[src/rtl/iis_pkg.sv]
// Shared definitions for the IIS receiver and transmitter: FSM state
// encodings, channel codes and control-word bit positions.
package iis_pkg;

   // Receiver state encodings
   localparam logic [1:0] ST_IDLE  = 2'd0;
   localparam logic [1:0] ST_SYNC  = 2'd1;
   localparam logic [1:0] ST_SHIFT = 2'd2;
   localparam logic [1:0] ST_HOLD  = 2'd3;

   // Channel codes, matching the ws level
   localparam logic CH_LEFT  = 1'b0;
   localparam logic CH_RIGHT = 1'b1;

   // Bit positions in the recv_ctrl / send_ctrl words
   localparam int CTRL_EN   = 0;
   localparam int CTRL_MONO = 1;
   localparam int CTRL_CLR  = 2;

endpackage

[src/rtl/iis_ws_edge.sv]
// Word-select edge detector: registers ws on the bit clock and flags any
// cycle in which ws differs from its registered copy.
module iis_ws_edge (
   input  logic sck,
   input  logic rst,
   input  logic ws,
   output logic ws_d,
   output logic ws_edge
);

   // Register ws once per bit clock
   always_ff @(posedge sck or negedge rst) begin
      // NOTE: state is updated with <= so every flop samples pre-edge values.
      if (!rst) ws_d <= 1'b0;
      else      ws_d <= ws;
   end

   assign ws_edge = ws ^ ws_d;

endmodule

[src/rtl/iis_receive.sv]
// I2S receiver: captures MSB-first words from an external master on sck,
// writes them to the RX FIFO and tracks word count and error flags.
module iis_receive
   import iis_pkg::*;
#(
   parameter int DATA_WIDTH = 16,
   parameter int DATA_DEPTH = 64
) (
   input  logic                  sck,
   input  logic                  rst,
   input  logic                  sd,
   input  logic                  ws,
   input  logic [2:0]            recv_ctrl,
   input  logic                  fifo_full,
   output logic                  wr_clk,
   output logic                  fifo_wr_en,
   output logic [DATA_WIDTH-1:0] fifo_wr_data,
   output logic                  channel,
   output logic [31:0]           recv_num,
   output logic                  recv_finish,
   output logic                  overflow,
   output logic                  frame_err
);

   localparam int                CNT_W      = $clog2(DATA_WIDTH + 1);
   localparam logic [CNT_W-1:0]  LAST_BIT   = CNT_W'(DATA_WIDTH - 1);
   localparam logic [31:0]       FINISH_NUM = 32'(DATA_DEPTH - 1);

   logic [1:0]            state;
   logic [DATA_WIDTH-1:0] shift_reg;
   logic [DATA_WIDTH-1:0] next_word;
   logic [CNT_W-1:0]      bit_cnt;
   logic                  chan;
   logic                  ws_d;
   logic                  ws_edge;
   logic                  enable;
   logic                  mono;
   logic                  clear;
   logic                  word_done;
   logic                  write_go;
   logic                  drop_full;
   logic                  short_slot;

   assign enable = recv_ctrl[CTRL_EN];
   assign mono   = recv_ctrl[CTRL_MONO];
   assign clear  = recv_ctrl[CTRL_CLR];

   // The FIFO is written in the bit-clock domain
   assign wr_clk = sck;

   iis_ws_edge u_ws_edge (
      .sck     (sck),
      .rst     (rst),
      .ws      (ws),
      .ws_d    (ws_d),
      .ws_edge (ws_edge)
   );

   // The word as it stands once the current sd bit is shifted in
   assign next_word = {shift_reg[DATA_WIDTH-2:0], sd};

   assign recv_finish = (recv_num == FINISH_NUM);

   // Decode word completion, slot truncation and the write/drop decision
   always_comb begin
      // NOTE: every output gets a default first so no path infers a latch.
      word_done  = 1'b0;
      short_slot = 1'b0;
      write_go   = 1'b0;
      drop_full  = 1'b0;
      if (enable && state == ST_SHIFT) begin
         if (ws_edge)                  short_slot = 1'b1;
         else if (bit_cnt == LAST_BIT) word_done  = 1'b1;
      end
      if (word_done && !(mono && chan == CH_RIGHT)) begin
         if (fifo_full) drop_full = 1'b1;
         else           write_go  = 1'b1;
      end
   end

   // Slot FSM, deserialiser and registered FIFO write port
   always_ff @(posedge sck or negedge rst) begin
      // NOTE: shift_reg and the write data port are plain registers, so they
      // take an async reset like the control state.
      if (!rst) begin
         state        <= ST_IDLE;
         shift_reg    <= '0;
         bit_cnt      <= '0;
         chan         <= CH_LEFT;
         fifo_wr_en   <= 1'b0;
         fifo_wr_data <= '0;
         channel      <= CH_LEFT;
      end else begin
         fifo_wr_en <= 1'b0;
         if (!enable) begin
            state     <= ST_IDLE;
            shift_reg <= '0;
            bit_cnt   <= '0;
         end else begin
            case (state)
               ST_IDLE: state <= ST_SYNC;
               ST_SYNC, ST_HOLD: begin
                  if (ws_edge) begin
                     // On an edge ws is the complement of its registered copy
                     state     <= ST_SHIFT;
                     chan      <= ~ws_d;
                     bit_cnt   <= '0;
                     shift_reg <= '0;
                  end
               end
               default: begin
                  if (ws_edge) begin
                     // Truncated slot: drop the partial word, restart on new channel
                     chan      <= ~ws_d;
                     bit_cnt   <= '0;
                     shift_reg <= '0;
                  end else begin
                     shift_reg <= next_word;
                     bit_cnt   <= bit_cnt + 1'b1;
                     if (bit_cnt == LAST_BIT) state <= ST_HOLD;
                  end
               end
            endcase
         end
         if (write_go) begin
            fifo_wr_en   <= 1'b1;
            fifo_wr_data <= next_word;
            channel      <= chan;
         end
      end
   end

   // Word counter and sticky status flags; clear wins over any update
   always_ff @(posedge sck or negedge rst) begin
      if (!rst) begin
         recv_num  <= '0;
         overflow  <= 1'b0;
         frame_err <= 1'b0;
      end else if (clear) begin
         recv_num  <= '0;
         overflow  <= 1'b0;
         frame_err <= 1'b0;
      end else begin
         if (write_go)   recv_num  <= recv_finish ? '0 : recv_num + 32'd1;
         if (drop_full)  overflow  <= 1'b1;
         if (short_slot) frame_err <= 1'b1;
      end
   end

endmodule
[config.mk]
export PLATFORM = sky130hd
export DESIGN_NAME = iis_receive
export DESIGN_NICKNAME = d
export VERILOG_FILES = /design/src/rtl/iis_pkg.sv /design/src/rtl/iis_ws_edge.sv /design/src/rtl/iis_receive.sv
export SDC_FILE = /design/constraint.sdc
export NUM_CORES = 1
export LEC_CHECK = 0
export ABC_CLOCK_PERIOD_IN_PS = 2550
export BUFFER_PORTS_ARGS = -buffer_cell sky130_fd_sc_hd__buf_2
export CORE_UTILIZATION = 30
export DETAILED_ROUTE_END_ITERATION = 12
export MAX_ROUTING_LAYER = met4
export PLACE_DENSITY = 0.48
export SETUP_SLACK_MARGIN = 0.2
export SYNTH_ARGS = -nofsm -noshare
export SYNTH_HDL_FRONTEND = slang
export SYNTH_SLANG_ARGS = --single-unit
[constraint.sdc]
create_clock -name sck -period 2.55 [get_ports sck]
set_clock_uncertainty 0.1 [all_clocks]
set_input_delay 0.255 -clock sck [delete_from_list [all_inputs] [get_ports sck]]
set_output_delay 0.255 -clock sck [all_outputs]
set_load 0.01 [all_outputs]
==> reports/qor.yml, run 1 <==
outcome: "complete, no violations"
die-area_um2: 12800
synth_fp_nets: 383
ys_seq_elements: 76
p_sw_frac: 0.230
grt_setup_unrepaired: "true"
cp.required_ns: 2.83
final_max_slew_viol_count: 0
maxCapViolations: 0
internal_power_mw: 2.24
synth_flop_cell: "dfrtp_1"
p_seq_frac: 0.423
start_util: 0.308
ios: 62
worstSkewPairLatency_ns: 0.45
setup_tns_ns: 0
maxSlewHeadroom: 0.205
placementRows: 40
syn_to_final_growth_pct: 35.7
drc: 0
postLayoutCoreUtil: 0.418
num-nets-final: 472
critical_path_buf_inv_count: 1
worstSetupPathType: "flop to flop"
core_um2: 12000
power_leakage_nw: 2.34
routed_wl_mm: 10.4
synth_edf_count: 0
largest_reg_flops: 32
critPathMaxStageDelay_ns: 0.54
cp_slowest_cell: "or4_1"
drt_iter0_markers: 182
ys_async_sr_fraction: 1.00
grt_pass1_wl_mm: 16.3
crit_chain: "ha_2 -> and3_4 -> ha_4 -> a21bo_4 -> o41a_1 -> buf_12 -> or4_1 -> a21oi_2"
worstPathMaxFanout: 24
fin_crit_ns: 2.53
post_drt_wl_per_cell_um: 16.9
n_antenna_cell: 0
syn_area_um2: 3700
fmax_mhz: 396
dp_hpwl_mm: 6.28
combPwrFrac: 0.052
netlist_instances: 372
worst_hold_path.num_cells: 2
finalHoldViolCount: 0
overflow: 0
final_antenna_net_count: 0
cp.arrival_ns: 2.81
nFillCells: 1201
path_delay_family: "compound AO/OA/AOI/OAI gates"
cp-start-kind: "flop"
grt_pass1_vias: 3071
vdd.ir_drop.worst_uv: 360
fin_crit_sh: 0.991
hp-class: "primary input to flop"
yosys_warnings: 0
mostFrequentLayoutCells: "dfrtp_1 (74), nand2_1 (70), buf_2 (61)"
fin_total_pwr_mw: 2.90
crit_path_end_kind: "flop"
tightest_slew_ns: 1.19
vias_per_cell: 5.47
num_vias: 3353
cp.depth: 8
clockPowerShare: 0.525
fp.dieH_um: 113
yosysSeqAreaShare: 0.514
syn_avg_cell_area_um2: 9.95
p_switching_uw: 668
portBuffers: 61
track_usage: 0.172
cellPowerDensity_nw_per_um2: 579
place_congestion: 0.834
dieWidth_um: 113
layout_commonest_cell: "dfrtp_1"
reg2regPathDepth: 8
first_pass_iters: 4
grt_antenna_before_repair: 0
clk_pin_slew_worst_paths_ns: 0.06
ys_types: 49
grt_max_degree: 49
cts_tree: "built"
layout-drive-gt1-share: 0.337
final-setup-viol-count: 0
[worst register-to-register path, cell delays in order (launching register included)]
cell and delay [ns]:
dfrtp_1 0.37, ha_2 0.19, and3_4 0.20, ha_4 0.13, a21bo_4 0.23, o41a_1 0.37
buf_12 0.18, or4_1 0.55, a21oi_2 0.15
[per-stage QoR]
stage | cell area [um2] | std cells | hold WS, ns | setup WS, ns
after CTS | 4810 | 604 | 0.00128 | 0.0437
after detailed placement | 4210 | 571 | 0.156 | 0.0352
final | 5020 | 613 | 0.0121 | 0.0224
after floorplan | 3700 | 372 | -0.141 | 0.202
after global routing | 5020 | 613 | 0.00516 | -0.0761
after global placement | 4210 | 571 | 0.150 | 0.0937
[synthesized netlist by cell type, types with 4 or more instances]
cell type	instances	area share
dfrtp_1	76	0.51
nand2_1	72	0.073
a21oi_1	30	0.041
o31ai_1	21	0.043
or4_1	19	0.039
a22o_1	17	0.040
nand4_1	13	0.022
inv_1	10	0.010
nor4_1	9	0.015
o21ai_0	9	0.012
clkbuf_1	8	0.0081
nand3_1	8	0.011
buf_2	7	0.0095
nor2_1	7	0.0071
and3_1	5	0.0085
and4_1	5	0.012
or3_1	5	0.0085
or4_4	4	0.012
[final cells by class]
| cell class | count | area (um2) | share of cell area |
|---|---|---|---|
| clock inverters | 6 | 65.1 | 0.0130 |
| flip-flops and latches | 76 | 1900 | 0.379 |
| repair buffers | 93 | 656 | 0.131 |
| multi-input cells | 267 | 1870 | 0.372 |
| well taps | 147 | 184 | 0.0366 |
| clock buffers | 14 | 309 | 0.0615 |
| inverters | 10 | 37.5 | 0.00748 |
[kinds of logic (layout without fill, tap and decap cells)]
group / after synthesis / count (layout) / synth area share
and+or+nand+nor: 162 / 162 / 0.240
AOI/OAI and AO/OA: 95 / 95 / 0.181
DFF: 76 / 76 / 0.514
buffers and inverters: 29 / 123 / 0.0369
muxes: 4 / 4 / 0.0112
adders and majority gates: 3 / 3 / 0.0101
xor gates and xnor gates: 3 / 3 / 0.00710
[routing by layer]
| layer | up-vias | track usage | wire [um] |
|---|---|---|---|
| li1 | 1578 | - | - |
| met1 | 1676 | 0.233 | 5060 |
| met2 | 81 | 0.233 | 4630 |
| met3 | 18 | 0.0503 | 467 |
| met4 | 0 | 0.0807 | 216 |
| met5 | - | - | 0 |
[power by group through the flow]
| stage | clock network [mW] | registers (mW) | logic [mW] |
|---|---|---|---|
| CTS | 1.56 | 1.23 | 0.142 |
| floorplan | 0.0323 | 1.25 | 0.0604 |
| global route | 1.63 | 1.23 | 0.167 |
| finish | 1.53 | 1.23 | 0.151 |
| detailed placement | 0.0237 | 1.25 | 0.128 |
| global placement | 0.0237 | 1.25 | 0.127 |
[timing repair]
action,4_1_cts,5_1_grt
setup buffers,9,8
resized for setup,27,29
hold buffers,4,0
pin swaps,4,6
cloned,1,1
setup endpoints to repair,33,50
hold endpoints to repair,34,0
[worst paths after layout]
kind	startpoint	end	slack, ns
hold / removal	recv_ctrl[0]	bit_cnt[2]$_DFFE_PN0P_	0.01
max in group asynchronous	rst	recv_num[0]$_DFFE_PN0P_	1.54
setup / recovery	bit_cnt[0]$_DFFE_PN0P_	recv_num[21]$_DFFE_PN0P_	0.02
min in group asynchronous	rst	recv_num[2]$_DFFE_PN0P_	0.20
setup reg to reg	bit_cnt[0]$_DFFE_PN0P_	recv_num[21]$_DFFE_PN0P_	0.02
hold reg to reg	fifo_wr_data[8]$_DFFE_PN0P_	fifo_wr_data[8]$_DFFE_PN0P_	0.37
(Power assumes the default switching activity.)
==> run 2, diff against run 1 <==
Settings changed: ABC_CLOCK_PERIOD_IN_PS 2550 to 2200, CELL_PAD_IN_SITES_DETAIL_PLACEMENT set to 0, CELL_PAD_IN_SITES_GLOBAL_PLACEMENT set to 2, PLACE_DENSITY 0.48 to 0.72.
Clock period 2.55 ns to 2.2 ns, I/O delays scaled along.
==> reports/qor.yml, run 2 (synthesized netlist as in run 1, its figures left out) <==
largest_reg_flops: 32
crit_start: "bit_cnt[1]$_DFFE_PN0P_"
vdd.ir_drop.worst_uv: 507
crit_path_end_kind: "flop"
final_cell_count_no_fill: 659
first_pass_iters: 4
postLayoutCoreUtil: 0.466
final-setup-viol-count: 51
place_congestion: 0.773
critPathCapture: "recv_num[12]$_DFFE_PN0P_"
core_um2: 12000
dp_cells: 615
n_antenna_cell: 0
cp.required_ns: 2.49
cts_tree: "built"
placed_area_um2: 4560
worstSkewPairLatency_ns: 0.46
portBuffers: 61
grt_pass1_wl_mm: 18.4
syn_to_final_growth_pct: 51.2
fin_total_pwr_mw: 3.42
dieWidth_um: 113
fp.dieH_um: 113
post_drt_wl_per_cell_um: 17.3
die-area_um2: 12800
start_util: 0.308
fin_crit_sh: 1.15
grt_setup_unrepaired: "true"
drt_iter0_markers: 176
worstPathMaxFanout: 41
grt_pass1_vias: 3551
tightest_slew_ns: 0.712
grt_max_degree: 42
postLayoutSetupSlackWorst_ns: -0.321
postLayoutCellArea_um2: 5590
hold_start: "recv_ctrl[2]"
final_max_slew_viol_count: 0
outcome: "finished with violations"
grt_antenna_before_repair: 0
cp-start-kind: "flop"
maxSlewHeadroom: 0.525
dp_hpwl_mm: 7.22
reg2reg_slack_ns: -0.32
overflow: 0
finalHoldViolCount: 0
rr_endpoint: "recv_num[12]$_DFFE_PN0P_"
fin_crit_ns: 2.52
power_leakage_nw: 2.72
placementRows: 40
cellPowerDensity_nw_per_um2: 612
fmax_mhz: 397
nFillCells: 1146
reg2regPathDepth: 8
violations: "setup timing"
routed_wl_mm: 11.4
worstSetupPathType: "flop to flop"
hold_ws_ns: 0.0214
track_usage: 0.192
vias_per_cell: 5.37
maxCapViolations: 0
layout_commonest_cell: "dfrtp_1"
drc: 0
r2r-start: "bit_cnt[1]$_DFFE_PN0P_"
final_antenna_net_count: 0
cp.arrival_ns: 2.81
ios: 62
clk_pin_slew_worst_paths_ns: 0.06
layout-drive-gt1-share: 0.449
mostFrequentLayoutCells: "dfrtp_1 (74), buf_2 (60), buf_4 (56)"
num-nets-final: 518
hp-class: "primary input to flop"
num_vias: 3537
run 2: final cells by class:
class                   count  area (um2)  area share
repair buffers            139        1070       0.192
flip-flops and latches     76        1900       0.340
multi-input cells         267        2010       0.360
well taps                 147         184      0.0329
clock buffers              17         330      0.0591
inverters                  10        45.0     0.00805
clock inverters             3        46.3     0.00828
run 2: timing repair:
item | 4_1_cts | 5_1_grt
setup buffers | 7 | 7
gates resized for setup | 47 | 55
cloned | 4 | 0
hold endpoints to repair | 46 | 0
pin swaps | 17 | 21
setup endpoints to repair | 69 | 51
hold buffers | 7 | 0
run 2: worst min path at each step:
stage / endpoint / slack, ns / depth (start not counted)
6_report: recv_num[8]$_DFFE_PN0P_ / 0.02 / 2
3_5_place_dp: recv_num[16]$_DFFE_PN0P_ / 0.13 / 1
5_1_grt: recv_num[8]$_DFFE_PN0P_ / 0.02 / 2
4_1_cts: recv_num[4]$_DFFE_PN0P_ / 0.004 / 2
3_3_place_gp: recv_num[14]$_DFFE_PN0P_ / 0.13 / 1
2_1_floorplan: bit_cnt[0]$_DFFE_PN0P_ / -0.18 / 0
run 2: per-stage QoR:
stage,worst slack (ns),setup TNS (ns)
after floorplan,-0.142,-3.42
after global placement,-0.253,-5.39
after detailed placement,-0.312,-8.25
after CTS,-0.276,-8.86
after global routing,-0.395,-13.64
final,-0.321,-10.06
run 2: layer usage:
layer | routed length (um) | part of all wire | vias up | GRT usage
met2 | 5440 | 0.48 | 60 | 0.284
met5 | 0 | 0 | - | -
met3 | 339 | 0.030 | 20 | 0.0364
li1 | - | - | 1671 | -
met1 | 5370 | 0.47 | 1786 | 0.254
met4 | 238 | 0.021 | 0 | 0.0921
run 2: power breakdown:
part           internal (mW)  switching, mW  total, mW
registers               1.41         0.0113       1.42
clock network           1.16          0.657       1.81
logic                 0.0704          0.119      0.190
run 2: worst max-delay path, stage by stage, from the launching register on:
cell     delay (ns)
dfrtp_1        0.37
ha_2           0.18
and3_4         0.19
ha_4           0.12
a21bo_4        0.23
o41a_1         0.35
buf_12         0.19
or4_1          0.55
a21oi_2        0.15
